===== src/rtl/bg_pkg.sv =====
// Shared definitions for the background-memory arbiter: default widths,
// clear-fill end address and FSM state encoding.
package bg_pkg;

    localparam int          DEF_ADDR_W   = 20;
    localparam int          DEF_DATA_W   = 12;
    localparam logic [19:0] DEF_CLR_LAST = 20'hBFFFF;

    typedef enum logic [1:0] {
        IDLE = 2'd0,
        WR   = 2'd1,
        CLR  = 2'd2
    } bg_state_t;

endpackage


===== src/rtl/bg_wr_fifo.sv =====
// Synchronous FIFO holding {addr,data} write requests; exposes full/empty
// and a "last" flag (exactly one entry left) so the consumer can exit on the final pop.
module bg_wr_fifo #(
    parameter int AW    = 20,
    parameter int DW    = 12,
    parameter int DEPTH = 8
) (
    input  logic          pclk,
    input  logic          rst,
    input  logic          push,
    input  logic          pop,
    input  logic [AW-1:0] push_addr,
    input  logic [DW-1:0] push_data,
    output logic [AW-1:0] head_addr,
    output logic [DW-1:0] head_data,
    output logic          full,
    output logic          empty,
    output logic          last
);

    localparam int PW = $clog2(DEPTH);

    logic [AW+DW-1:0] store [DEPTH];
    logic [PW:0]      wptr;
    logic [PW:0]      rptr;
    logic [PW:0]      count;
    logic             do_push;
    logic             do_pop;

    // Pointers carry one extra wrap bit so full and empty are distinguishable.
    assign count   = wptr - rptr;
    assign empty   = (wptr == rptr);
    assign full    = (count == (PW+1)'(DEPTH));
    assign last    = (count == (PW+1)'(1));
    assign do_pop  = pop & ~empty;
    assign do_push = push & (~full | do_pop);

    assign {head_addr, head_data} = store[rptr[PW-1:0]];

    always_ff @(posedge pclk) begin
        if (rst) begin
            wptr <= '0;
            rptr <= '0;
        end else begin
            if (do_push) wptr <= wptr + (PW+1)'(1);
            if (do_pop)  rptr <= rptr + (PW+1)'(1);
        end
    end

    always_ff @(posedge pclk) begin
        if (do_push) store[wptr[PW-1:0]] <= {push_addr, push_data};
    end

endmodule


===== src/rtl/bg_mem_arbiter.sv =====
// Background frame-memory port arbiter: display reads always win, buffered writes
// and the clear-to-colour fill use free cycles. Optional stall/full counters: BG_ARB_STATS_EN.
module bg_mem_arbiter
    import bg_pkg::*;
#(
    parameter int                ADDR_W     = DEF_ADDR_W,
    parameter int                DATA_W     = DEF_DATA_W,
    parameter int                FIFO_DEPTH = 8,
    parameter logic [ADDR_W-1:0] CLR_LAST   = ADDR_W'(DEF_CLR_LAST)
) (
    input  logic              pclk,
    input  logic              rst,
    input  logic              disp_req,
    input  logic [ADDR_W-1:0] disp_addr,
    output logic [DATA_W-1:0] disp_rgb,
    input  logic              wr_valid,
    output logic              wr_ready,
    input  logic [ADDR_W-1:0] wr_addr,
    input  logic [DATA_W-1:0] wr_data,
    input  logic              clr_start,
    input  logic [DATA_W-1:0] clr_color,
    output logic              clr_busy,
    output logic [ADDR_W-1:0] mem_addr,
    output logic              mem_we,
    output logic [DATA_W-1:0] mem_wdata,
`ifdef BG_ARB_STATS_EN
    input  logic              stats_clr,
    output logic [15:0]       stall_cnt,
    output logic [15:0]       full_cnt,
`endif
    input  logic [DATA_W-1:0] mem_rdata
);

    bg_state_t         state, state_nx;
    logic              clr_pend, clr_pend_nx;
    logic              clr_busy_nx;
    logic [DATA_W-1:0] clr_color_q, clr_color_nx;
    logic [ADDR_W-1:0] clr_cnt, clr_cnt_nx;
    logic              rdy_en;
    logic              push, pop, clr_accept;
    logic              fifo_full, fifo_empty, fifo_last;
    logic [ADDR_W-1:0] head_addr;
    logic [DATA_W-1:0] head_data;

    assign disp_rgb   = mem_rdata;
    assign wr_ready   = rdy_en & ~fifo_full & ~clr_busy;
    assign push       = wr_valid & wr_ready;
    assign clr_accept = clr_start & ~clr_busy;

    bg_wr_fifo #(
        .AW    (ADDR_W),
        .DW    (DATA_W),
        .DEPTH (FIFO_DEPTH)
    ) u_fifo (
        .pclk      (pclk),
        .rst       (rst),
        .push      (push),
        .pop       (pop),
        .push_addr (wr_addr),
        .push_data (wr_data),
        .head_addr (head_addr),
        .head_data (head_data),
        .full      (fifo_full),
        .empty     (fifo_empty),
        .last      (fifo_last)
    );

    always_ff @(posedge pclk) begin
        if (rst) begin
            state       <= IDLE;
            clr_pend    <= 1'b0;
            clr_busy    <= 1'b0;
            clr_color_q <= '0;
            clr_cnt     <= '0;
            rdy_en      <= 1'b0;
        end else begin
            state       <= state_nx;
            clr_pend    <= clr_pend_nx;
            clr_busy    <= clr_busy_nx;
            clr_color_q <= clr_color_nx;
            clr_cnt     <= clr_cnt_nx;
            rdy_en      <= 1'b1;
        end
    end

    // A clear requested while writes are queued (or being pushed) waits as pending,
    // so every earlier write reaches memory before the fill begins.
    always_comb begin
        state_nx     = state;
        clr_pend_nx  = clr_pend;
        clr_busy_nx  = clr_busy;
        clr_color_nx = clr_color_q;
        clr_cnt_nx   = clr_cnt;
        mem_addr     = '0;
        mem_we       = 1'b0;
        mem_wdata    = '0;
        pop          = 1'b0;

        if (disp_req) mem_addr = disp_addr;

        if (clr_accept && state != CLR) begin
            clr_color_nx = clr_color;
            clr_cnt_nx   = '0;
            clr_busy_nx  = 1'b1;
        end

        case (state)
            IDLE: begin
                if (clr_accept) begin
                    if (!fifo_empty || push) begin
                        clr_pend_nx = 1'b1;
                        state_nx    = WR;
                    end else begin
                        state_nx    = CLR;
                    end
                end else if (!fifo_empty) begin
                    state_nx = WR;
                end
            end
            WR: begin
                if (clr_accept) clr_pend_nx = 1'b1;
                if (!disp_req && !fifo_empty) begin
                    mem_we    = 1'b1;
                    mem_addr  = head_addr;
                    mem_wdata = head_data;
                    pop       = 1'b1;
                    if (fifo_last && !push) begin
                        if (clr_pend || clr_accept) begin
                            clr_pend_nx = 1'b0;
                            state_nx    = CLR;
                        end else begin
                            state_nx    = IDLE;
                        end
                    end
                end
            end
            CLR: begin
                if (!disp_req) begin
                    mem_we     = 1'b1;
                    mem_addr   = clr_cnt;
                    mem_wdata  = clr_color_q;
                    clr_cnt_nx = clr_cnt + ADDR_W'(1);
                    if (clr_cnt == CLR_LAST) begin
                        state_nx    = IDLE;
                        clr_busy_nx = 1'b0;
                    end
                end
            end
            default: state_nx = IDLE;
        endcase
    end

`ifdef BG_ARB_STATS_EN
    // Both counters stick at all-ones rather than wrapping.
    always_ff @(posedge pclk) begin
        if (rst || stats_clr) begin
            stall_cnt <= '0;
            full_cnt  <= '0;
        end else begin
            if (!fifo_empty && disp_req && stall_cnt != 16'hFFFF)
                stall_cnt <= stall_cnt + 16'd1;
            if (wr_valid && !wr_ready && full_cnt != 16'hFFFF)
                full_cnt <= full_cnt + 16'd1;
        end
    end
`else
    // Statistics counters are not built in this configuration.
`endif

endmodule


===== config.mk =====
export PLATFORM = sky130hd
export DESIGN_NAME = bg_mem_arbiter
export DESIGN_NICKNAME = d
export VERILOG_FILES = /design/src/rtl/bg_pkg.sv /design/src/rtl/bg_wr_fifo.sv /design/src/rtl/bg_mem_arbiter.sv
export SDC_FILE = /design/constraint.sdc
export NUM_CORES = 1
export LEC_CHECK = 0
export BUFFER_PORTS_ARGS = -buffer_cell sky130_fd_sc_hd__buf_2
export CAP_MARGIN = 10
export CORE_ASPECT_RATIO = 0.5
export CORE_MARGIN = 2
export CORE_UTILIZATION = 60
export DETAILED_ROUTE_END_ITERATION = 6
export MAX_ROUTING_LAYER = met4
export PLACE_DENSITY_LB_ADDON = 0.08
export SLEW_MARGIN = 20
export SYNTH_ARGS = -nofsm -noshare
export SYNTH_HDL_FRONTEND = slang
export SYNTH_SLANG_ARGS = --single-unit

===== constraint.sdc =====
create_clock -name pclk -period 10.5 [get_ports pclk]
set_input_delay 2.1 -clock pclk [delete_from_list [all_inputs] [get_ports pclk]]
set_output_delay 2.1 -clock pclk [all_outputs]
set_load 0.02 [all_outputs]

Yosys cells after proc, flatten, opt, wreduce, memory -nomap -nowiden --
Memory sizes are Yosys's and may differ from the RTL's. A register that Yosys moved wholly into a read port is not among the register bits. Cells that the tools add are included.
Operators by class: add/subtract/negate cells 4, equality and inequality tests 14, muxes and demuxes 39, bitwise gates (word level) 10, reductions and logical operators 12
Operators by type and width (count):
- $mux W20 | 6
- $pmux W20 S2 | 1
- $mux W12 | 2
- $pmux W12 S2 | 1
- $add A20 B1 Y20 const B | 1
- $eq A20 B20 Y1 const B | 1
- $mux W1 | 16
- $mux W2 | 8
- $ne A2 B2 Y1 const B | 7
- $add A4 B1 Y4 const B | 2
- $and A1 B1 Y1 | 6
- $mux W3 | 2
- $pmux W2 S3 | 1
- $reduce_and A5 Y1 | 1
- $eq A4 B1 Y1 const B | 1
- $eq A4 B4 Y1 | 1
- $eq A4 B4 Y1 const B | 1
- $pmux W1 S2 | 2
- $sub A4 B4 Y4 | 1
- $logic_and A1 B1 Y1 | 3
- $logic_not A1 Y1 | 3
- $ne A3 B3 Y1 const B | 1
- $not A1 Y1 | 3
- $reduce_and A3 Y1 | 1
- 6 further kinds | 7
Storage, ports and cells: flip-flop bits (word level) 45, bits in writable memories 256, bits of input ports 81, output and inout port bits 47, word-level logic and storage cells 88, memories 1
Memories:
- u_fifo.store | depth 8, width 32, read ports 1, clocked after Yosys merged registers in 1, wr ports 1, line bg_wr_fifo.sv:23 | logic [AW+DW-1:0] store [DEPTH];

Logic depth before layout (Yosys ltp) --
Gate-level depths: netlist (run 1).
word-level depth 11, gate-level depth with buffers 9, depth with buffers taken out 9

Hierarchy --
A second synthesis (run 1) with hierarchy kept.
Unflattened totals: cells, all modules 763, area total of the unflattened synthesis 12523.3 um2
Modules (own cells, without submodules):
- bg_wr_fifo | instances 1, cells an instance 444, area each 10214.8 um2, seq. area each 7907.6 um2
- bg_mem_arbiter | instances 1, cells an instance 319, area each 2308.5 um2, seq. area each 740.7 um2

Worst setup path after synthesis (run 1) --
OpenSTA, ideal clock, no wires.
kind input -> register, start point in wr_valid, end point mem u_fifo.store[1][0] (netlist bit) (enable), library setup time 0.502 ns, data arrival time 5.543 ns, data required time 9.998 ns, setup slack 4.456 ns, stages on the path 3, path buffers 0, cells stage by stage nand3b_1 -> a31o_2 -> nor4_1
Between the ends: cells in the longest elaborated chain, start to end 4
Ends and longest elaborated chain:
- start: declaration | line bg_mem_arbiter.sv:16 | input logic wr_valid,
- $and A1 B1 Y1 | line bg_mem_arbiter.sv:47 | assign push = wr_valid & wr_ready;
- $and A1 B1 Y1 | line bg_wr_fifo.sv:36 | assign do_push = push & (~full | do_pop);
- $mux W1 | line bg_wr_fifo.sv:51 | if (do_push) store[wptr[PW-1:0]] <= {push_addr, push_data};
- $mux W1 (implied by the code) | line bg_wr_fifo.sv:51
- end: declaration | line bg_wr_fifo.sv:23
No other way between the ends.

Worst setup path in the final report (run 1) --
start point in disp_req, end point out mem_wdata[10]
Between the ends: cells in the longest elaborated chain, start to end 4, elaborated cells on any way between the ends 5, classes of those cells mux: 3; reduce/logical: 2
Ends and longest elaborated chain:
- start: declaration | line bg_mem_arbiter.sv:13 | input logic disp_req,
- $logic_not A1 Y1
- $logic_and A1 B1 Y1 | line bg_mem_arbiter.sv:122 | if (!disp_req && !fifo_empty) begin
- $mux W12 | line bg_mem_arbiter.sv:122
- $pmux W12 S2 * | line bg_mem_arbiter.sv:107 | case (state)
- end: declaration | line bg_mem_arbiter.sv:25 | output logic [DATA_W-1:0] mem_wdata,
Every way passes the cells marked *; elsewhere a longest branch is shown, timed or not.

==> results of run 1 <==
==> state kept, by name, indices dropped and copies added, names as in the netlist, named ones only <==
register / flops
clr_pend: 1
clr_color_q: 12
state: 2
clr_cnt: 20
u_fifo.wptr: 4
u_fifo.rptr: 4
rdy_en: 1
u_fifo.store: 256
clr_busy: 1
==> per-layer routing <==
layer,wire length [um],share of wire [%],track usage (%),up-vias
met2,11200,44,34.6,234
met1,12000,48,37.1,3477
li1,-,-,-,3102
met3,1750,6.9,4.23,33
met5,0,0,-,-
met4,361,1.4,4.90,0
==> placed cells by master, fill, tap and decap left out, types with 2 or more instances in the layout <==
| master | synthesis | layout |
|---|---|---|
| edfxtp_1 | 256 | 256 |
| buf_2 | 7 | 103 |
| nand2_1 | 65 | 65 |
| mux4_2 | 64 | 64 |
| dfxtp_1 | 48 | 45 |
| nor2_1 | 46 | 44 |
| clkbuf_16 | 0 | 26 |
| o21ai_0 | 24 | 24 |
| mux2i_1 | 22 | 22 |
| a22o_1 | 20 | 20 |
| a21oi_1 | 18 | 18 |
| mux2_2 | 15 | 15 |
| inv_1 | 14 | 14 |
| xor2_1 | 14 | 14 |
| a22oi_1 | 13 | 13 |
| buf_4 | 12 | 11 |
| nand4_1 | 9 | 9 |
| ha_1 | 9 | 9 |
| xnor2_1 | 8 | 8 |
| nand3_1 | 8 | 8 |
| clkbuf_1 | 30 | 8 |
| clkinv_1 | 1 | 6 |
| nor3_2 | 0 | 5 |
| and3_1 | 4 | 4 |
| diode_2 | 0 | 3 |
| and4_1 | 3 | 3 |
| nor2_2 | 0 | 2 |
| o31a_1 | 2 | 2 |
| a21o_1 | 2 | 2 |
| nor4_2 | 0 | 2 |
| nor2b_1 | 2 | 2 |
| or3_1 | 2 | 2 |
| dfxtp_2 | 0 | 2 |
| bufinv_16 | 0 | 2 |
| clkinvlp_2 | 0 | 2 |
==> where the power goes <==
group	switching (mW)	total, mW	internal [mW]
combinational	0.130	0.199	0.0699
sequential	0.0108	1.34	1.33
clock	0.412	0.918	0.506
total	0.553	2.46	1.90
==> cells by family after synthesis <==
logic type      Yosys count
mux                     101
xor+xnor                 22
flops                   304
fa+ha+maj                10
simple gates            157
compound gates           90
buf+inv                  66
==> path summary, 6_finish.rpt <==
path	from	endpoint	slack, ns	cells after the start
max	disp_req	mem_wdata[10]	4.74	5
min	clr_color_q[7]	clr_color_q[7]	0.46	2
max reg2reg	u_fifo.wptr[0]	u_fifo.store[6][5]	7.11	10
min reg2reg	clr_color_q[7]	clr_color_q[7]	0.46	2
==> per-stage QoR <==
stage,area (um^2),util (%),hold slack (ns)
after floorplan,12400,-,0.431
after global placement,13200,64.5,0.449
after detailed placement,13200,64.5,0.452
after CTS,14000,68.4,0.461
after global routing,14000,68.5,0.478
final,14000,68.5,0.461
==> worst min-delay path, stage by stage (launching register included) <==
cell	delay [ns]
dfxtp_1	0.31
nand2_1	0.05
a21oi_1	0.05
==> layout make-up <==
| cell class | instances | area (um^2) | share of cell area (%) |
|---|---|---|---|
| flip-flops and latches | 304 | 8650 | 61.9 |
| multi-input cells | 380 | 3530 | 25.2 |
| clock buffers | 34 | 681 | 4.87 |
| well taps | 273 | 342 | 2.44 |
| clock inverters | 12 | 119 | 0.850 |
| inverters | 15 | 56.3 | 0.403 |
| diodes | 3 | 7.51 | 0.0537 |
| repair buffers | 114 | 598 | 4.28 |
==> results.toml, run 1 <==
[worst_setup_path]
path_cells = "buf_2 -> a211oi_2 -> a22oi_1 -> nor2_1 -> buf_2"
critPathMaxFanout = 16
cpLargestDelayFamily = "compound AO/OA/AOI/OAI gates"
slowest_delay_ns = 0.88
crit_required_ns = 8.40
worstSetupEndpointType = "output port"
slowest_stage = "a211oi_2"
critPathBufInv = 2
startpoint_type = "primary input"
crit_top_cell = "buf_2"
path_class = "primary input to output port"
arrival_ns = 3.66

[sta]
slew_headroom_pct = 29.5
rsz0062_at_grt = "false"
layout_setup_ws_ns = 4.74
fin_crit_sh_pct = 54.8
max_clock_freq_mhz = 174
min_period_ns = 5.76
worst_clock_skew_ns = 0.0133
final-hold-violation-count = 0
fin_setup_tns_ns = 0
tightest_slew_ns = 1.06
setup_viol = 0
slew_violations = 0

[cts]
cts_max_level = 1
cts_buffer_depth = 3
clockRootBuffer = "clkbuf_16"
cts_tree = "yes"
path_clk_slew_ns = 0.06
cts.sinks = 304
cts_resized = 0
post-cts-setup-buffer-count = 0
numCtsBuffers = 26
hold_buffers = 0
clk_latency_ns = 0.54

[final_layout]
post_route_cells_drive_above_1_share_pct = 28.3
fill_cells = 1337
layout.cells.non_filler = 1135
area_growth_pct = 12.6
final_nets = 932

[synth]
synth-compound-area-share_pct = 4.88
synth_warnings = 0
syn-num-nets = 841
yosysUniqueCellTypes = 51
synth_adder_area_share_pct = 1.07
synth_edf_count = 256
synth-simple-area-share_pct = 5.73
ys_seq_elements = 304
synth.largest_area_cell = "edfxtp_1"
seq_area_frac_synth_pct = 69.6
synth-xor-area-share_pct = 1.55
synth_top_family_by_area = "multiplexers"
synthMostInstantiatedCell = "edfxtp_1"
postSynthAreaPerCell_um2 = 16.6
synthCells = 750
muxShareOfSynthArea_pct = 14.7
ys.flop_type = "edfxtp_1"
syn_area_mm2 = 0.0124
synth_area_leaders = "edfxtp_1, mux4_2, dfxtp_1"
ys_async_sr_fraction_pct = 0
synth_common_cells = "edfxtp_1, nand2_1, mux4_2, dfxtp_1, nor2_1"
synth_top_area_share_pct = 61.9

[die]
die-area_mm2 = 0.0219
ios = 128
die_h_um = 106
start_util_pct = 60.9
die_x_um = 208
rows = 37
coreArea_mm2 = 0.0204

[power]
p_leak_nw = 4.55
p_per_area_mw_per_mm2 = 176
vdd_drop_max_v = 0.000122
finalPower_mw = 2.46

[placed_design]
dp_hpwl_um = 14800
place_ws_ns = 4.72
dp_cells = 1086
port_buffers = 103
gp_congestion = 0.826

[detailed_routing]
wl_per_cell_um = 22.3
first_pass_iters = 5
wl_um = 25300
vias_per_cell = 6.03
route.detailed.drc = 0
ant_nets = 0
routed-via-count = 6846
drt_iter0_drc = 720

[run]
max_cap_violations = 0

[grt]
grt_pass1_wl_um = 38400
grt_pass1_vias = 6494
overflow = 0
grt_max_degree = 65
antenna_found_initial = 7
grt_usage_pct = 24.2

[worst_hold_path]
hold_path_class = "register to register"

[outcome]
outcome = "finished clean"
(Power assumes the default switching activity.)
==> run 2, diff against run 1 <==
--- a/config.mk
+++ b/config.mk
@@ -5,11 +5,12 @@
 export SDC_FILE = /design/constraint.sdc
 export NUM_CORES = 1
 export LEC_CHECK = 0
+export ABC_AREA = 1
 export BUFFER_PORTS_ARGS = -buffer_cell sky130_fd_sc_hd__buf_2
 export CAP_MARGIN = 10
 export CORE_ASPECT_RATIO = 0.5
 export CORE_MARGIN = 2
-export CORE_UTILIZATION = 60
+export CORE_UTILIZATION = 53
 export DETAILED_ROUTE_END_ITERATION = 6
 export MAX_ROUTING_LAYER = met4
 export PLACE_DENSITY_LB_ADDON = 0.08
==> constraint.sdc (replaced) <==
create_clock -name pclk -period 5 [get_ports pclk]
set_input_delay 1 -clock pclk [delete_from_list [all_inputs] [get_ports pclk]]
set_output_delay 1 -clock pclk [all_outputs]
set_load 0.02 [all_outputs]
==> run 2 against run 1 <==
Against the previous run:
- area after synthesis up 4.6%
- die area up 18%
- design area up 4.5%
- critical path depth up 6
- sequential cell count unchanged
- clock skew up 0.0052 ns
- critical path type is now register to output port
- highest routed layer unchanged
==> results.toml, run 2 <==
[synth]
seq_area_frac_synth_pct = 66.5
synth_warnings = 0
synthMostInstantiatedCell = "edfxtp_1"
synth_top_area_share_pct = 59.1
synth_edf_count = 256
yosysUniqueCellTypes = 42
syn-num-nets = 1288
ys.flop_type = "edfxtp_1"
synth_area_leaders = "edfxtp_1, dfxtp_1, nand2_1"
postSynthAreaPerCell_um2 = 10.9
syn_area_mm2 = 0.0130
ys_seq_elements = 304
synthCells = 1197
synth_common_cells = "edfxtp_1, nand2_1, nor2_1, o21ai_0, a21oi_1"
synth.largest_area_cell = "edfxtp_1"
ys_async_sr_fraction_pct = 0

[die]
rows = 40
coreArea_mm2 = 0.0240
ios = 128
die-area_mm2 = 0.0259
die_h_um = 115
die_x_um = 225
start_util_pct = 54.1

[power]
finalPower_mw = 6.03
p_per_area_mw_per_mm2 = 413
seqPwrFrac_pct = 47.5
p_sw_mw = 1.72
switching_share_pct = 28.5
vdd_drop_max_v = 0.000334
p_int_mw = 4.32
combPwrFrac_pct = 16.7
p_leak_nw = 5.28
p_clk_share_pct = 35.8

[sta]
finalHoldWorstSlack_ns = 0.479
tightest_slew_ns = 0.922
rsz0062_at_grt = "false"
setup_viol = 0
worst_clock_skew_ns = 0.0185
slew_headroom_pct = 38.5
slew_violations = 0
fin_crit_sh_pct = 89.2
min_period_ns = 4.46
fin_setup_tns_ns = 0
max_clock_freq_mhz = 224
final-hold-violation-count = 0

[worst_setup_path]
critPathMaxFanout = 60
slowest_stage = "clkinv_2"
slowest_delay_ns = 0.77
crit_top_cell = "nand2_1"
arrival_ns = 3.46
startpoint_type = "register"
r2r_start = "u_fifo.wptr[0]"
path_cells = "clkinv_2 -> buf_4 -> nand2_1 -> nand2_1 -> a21oi_1 -> o31ai_1 -> o21ai_1 -> o22ai_1 -> nand2_1 -> o21ai_0 -> buf_2"
path_class = "register to output port"
crit_required_ns = 4.00
worstSetupEndpointType = "output port"

[final_layout]
area_growth_pct = 12.4
largest_reg_flops = 256
final_nets = 1362
final_cell_mix = "edfxtp_1, nand2_1, nor2_1, buf_2, o21ai_0"
multiInputGateArea_mm2 = 0.00366
layout_commonest_cell = "edfxtp_1"
post-route-util_pct = 60.8
register_area_mm2 = 0.00865
fill_cells = 1917
post_route_cells_drive_above_1_share_pct = 14.9

[grt]
grt_pass1_vias = 8365
grt_pass1_wl_um = 46800
antenna_found_initial = 1
overflow = 0
grt_usage_pct = 24.7
grt_max_degree = 93

[cts]
cts.sinks = 304
cts_max_level = 1
clk_latency_ns = 0.56
clockRootBuffer = "clkbuf_16"
cts_buffer_depth = 3
path_clk_slew_ns = 0.07
post-cts-setup-buffer-count = 0
cts_tree = "yes"
numCtsBuffers = 27
hold_buffers = 0
cts_resized = 0

[detailed_routing]
ant_nets = 0
drt_iter0_drc = 776
routed-via-count = 8987
first_pass_iters = 7
vias_per_cell = 5.59
wl_per_cell_um = 19.2
route.detailed.drc = 0
wl_um = 30900

[outcome]
outcome = "finished clean"

[placed_design]
gp_congestion = 0.898
port_buffers = 103
dp_hpwl_um = 18400

[worst_hold_path]
hold_path_class = "register to register"
min_from = "u_fifo.wptr[3]"

[run]
max_cap_violations = 0
-- run 2: changes by cell type after synthesis, sizes merged, moves of 16 or more --
cell / before / now
o21ai: 24 / 118
nand3: 8 / 27
nor2: 46 / 183
mux4: 64 / 0
mux2i: 22 / 0
nand2: 65 / 195
a21oi: 18 / 78
a22o: 20 / 0
o22ai: 1 / 17
inv: 14 / 80
o221ai: 1 / 23
buf: 21 / 52
o31ai: 0 / 41
-- run 2: final timing paths --
path                              end  slack, ns  cells after the start
setup / recovery          mem_addr[7]       0.54                     11
hold / removal         u_fifo.wptr[3]       0.48                      1
setup reg to reg  u_fifo.store[6][21]       1.71                     12
hold reg to reg        u_fifo.wptr[3]       0.48                      1
-- run 2: cell type report --
type,instances,area share [%]
diodes,1,0.0171
clock buffers,38,5.39
repair buffers,123,4.55
inverters,81,2.11
clock inverters,12,0.976
flip-flops and latches,304,59.2
well taps,315,2.70
multi-input cells,734,25.1
-- run 2: power groups by stage --
stage | combinational [mW] | sequential [mW] | clock (mW)
floorplan | 0.701 | 2.91 | 0
global placement | 0.973 | 2.92 | 0
detailed placement | 0.997 | 2.92 | 0
CTS | 1.00 | 2.87 | 2.19
global route | 1.11 | 2.87 | 2.29
finish | 1.01 | 2.87 | 2.16
-- run 2: logic make-up after synthesis --
kind of cell,synth area share (%)
AND/OR/NAND/NOR,13.8
flip-flops,66.5
adder cells (fa/ha/maj),1.02
buffers and inverters,5.77
AO/OA/AOI/OAI,12.9
-- run 2: critical path, delay by kind of cell (launching register included) --
kind                   cells  cell delay, ns
AO/OA/AOI/OAI              5            0.55
buffers and inverters      3            1.49
flip-flops                 1            0.59
AND/OR/NAND/NOR            3            0.26
-- run 2: stage by stage --
step | setup WS [ns] | instance area, um^2 | std cells
after global placement | 1.12 | 13700 | 1557
after CTS | 0.526 | 14600 | 1607
final | 0.542 | 14600 | 1608
after floorplan | 0.548 | 13000 | 1197
after global routing | 0.223 | 14600 | 1608
after detailed placement | 1.11 | 13700 | 1557
-- run 2: routing by layer --
layer  part of all wire, %  routed length, um  track usage [%]
met2                    45              14000             38.7
met4                   1.2                369             4.50
met5                     0                  0                -
met3                   6.7               2080             4.01
met1                    47              14400             34.8
==> run 3, diff against run 2 <==
--- a/config.mk
+++ b/config.mk
@@ -12,7 +12,6 @@
 export CORE_MARGIN = 2
 export CORE_UTILIZATION = 53
 export DETAILED_ROUTE_END_ITERATION = 6
-export MAX_ROUTING_LAYER = met4
 export PLACE_DENSITY_LB_ADDON = 0.08
 export SLEW_MARGIN = 20
 export SYNTH_ARGS = -nofsm -noshare
==> run 3 against run 2 <==
Against the previous run:
- clock power hardly changed
- power is 0.11% lower
- hold slack better by 0.0037 ns
- sequential cell count stayed put
- critical path depth stayed put
- via count is 0.75% higher
- sequential share of layout area stayed put
- final cell count stayed put
- setup slack worse by 0.011 ns
- non-clock buffer count stayed put
- critical endpoint unchanged
- critical path type unchanged
==> results.toml, run 3 (synthesis gave the netlist of run 2 again) <==
[outcome]
outcome = "finished clean"

[die]
die_x_um = 225
start_util_pct = 54.1
coreArea_mm2 = 0.0240
die-area_mm2 = 0.0259
rows = 40
ios = 128
die_h_um = 115

[worst_setup_path]
r2r_start = "u_fifo.wptr[0]"
startpoint_type = "register"
arrival_ns = 3.47
critPathMaxFanout = 60
r2r_cells = 12
crit_required_ns = 4.00
worstSetupEndpointType = "output port"
path_class = "register to output port"

[final_layout]
fin_area_mm2 = 0.0146
largest_reg_flops = 256
final_nets = 1362
final_cell_mix = "edfxtp_1, nand2_1, nor2_1, buf_2, o21ai_0"
layout.cells.non_filler = 1608
area_growth_pct = 12.4
layout_commonest_cell = "edfxtp_1"
post_route_cells_drive_above_1_share_pct = 14.9

[cts]
clockRootBuffer = "clkbuf_16"
cts_resized = 0
cts.sinks = 304
post-cts-setup-buffer-count = 0
path_clk_slew_ns = 0.08
numCtsBuffers = 27
cts_buffer_depth = 3
cts_max_level = 1
cts_tree = "yes"
clk_latency_ns = 0.56
hold_buffers = 0

[placed_design]
dp_hpwl_um = 18400
postPlaceCellArea_mm2 = 0.0137
gp_congestion = 0.883
port_buffers = 103
dp_cells = 1557

[run]
max_cap_violations = 0

[detailed_routing]
first_pass_iters = 6
drt_iter0_drc = 865
vias_per_cell = 5.63
ant_nets = 0
wl_um = 31000
wl_per_cell_um = 19.2
routed-via-count = 9054
route.detailed.drc = 0

[grt]
grt_pass1_wl_um = 46800
overflow = 0
grt_max_degree = 93
antenna_found_initial = 1
grt_pass1_vias = 8368
grt_usage_pct = 23.9

[sta]
slew_headroom_pct = 37.6
worst_clock_skew_ns = 0.0161
slew_violations = 0
fin_crit_sh_pct = 89.4
max_clock_freq_mhz = 224
fin_setup_tns_ns = 0
final-hold-violation-count = 0
setup_viol = 0
min_period_ns = 4.47
tightest_slew_ns = 0.937
rsz0062_at_grt = "false"

[worst_hold_path]
min_from = "u_fifo.wptr[3]"
worstHoldPathCells = 1
hold_path_class = "register to register"

[power]
p_per_area_mw_per_mm2 = 412
p_leak_nw = 5.28
vdd_drop_max_v = 0.000333
run 3: critical path: stages (launching register included):
cell and delay (ns):
dfxtp_4 0.58, clkinv_2 0.78, buf_4 0.53, nand2_1 0.10, nand2_1 0.05, a21oi_1 0.12
o31ai_1 0.10, o21ai_1 0.15, o22ai_1 0.13, nand2_1 0.11, o21ai_0 0.07, buf_2 0.19
run 3: path summary, 6_finish.rpt:
kind / to / slack [ns]
setup / recovery: mem_addr[7] / 0.53
hold / removal: u_fifo.wptr[3] / 0.48
setup reg to reg: u_fifo.store[6][2] / 1.69
hold reg to reg: u_fifo.wptr[3] / 0.48
run 3: where the power goes:
group | total, mW | internal (mW) | switching, mW
Sequential | 2.87 | 2.83 | 0.0401
Clock | 2.15 | 1.22 | 0.933
Combinational | 1.01 | 0.270 | 0.737
run 3: final cells by class:
| class | instances | area, um^2 |
|---|---|---|
| Fill cell | 1917 | 9410 |
| Sequential cell | 304 | 8650 |
| Multi-Input combinational cell | 734 | 3660 |
| Clock buffer | 38 | 788 |
| Timing Repair Buffer | 123 | 666 |
| Tap cell | 315 | 394 |
| Inverter | 81 | 308 |
| Clock inverter | 12 | 143 |
| Antenna cell | 1 | 2.50 |
run 3: layer usage:
metal	vias up	part of all wire, %	GRT usage, %
met5	-	0	0
met4	0	1.3	4.50
met3	36	6.2	4.11
met2	272	45	38.7
met1	4381	47	34.7
li1	4365	-	-
run 3: per-stage QoR:
stage / hold slack [ns] / setup WS [ns] / utilization [%] / total power [mW]
6_report: 0.483 / 0.531 / 60.8 / 6.03
5_1_grt: 0.509 / 0.233 / 60.8 / 6.27
3_3_place_gp: 0.453 / 1.12 / 56.9 / 3.89
2_1_floorplan: 0.443 / 0.548 / - / 3.61
3_5_place_dp: 0.467 / 1.11 / 57.0 / 3.92
4_1_cts: 0.483 / 0.526 / 60.8 / 6.06
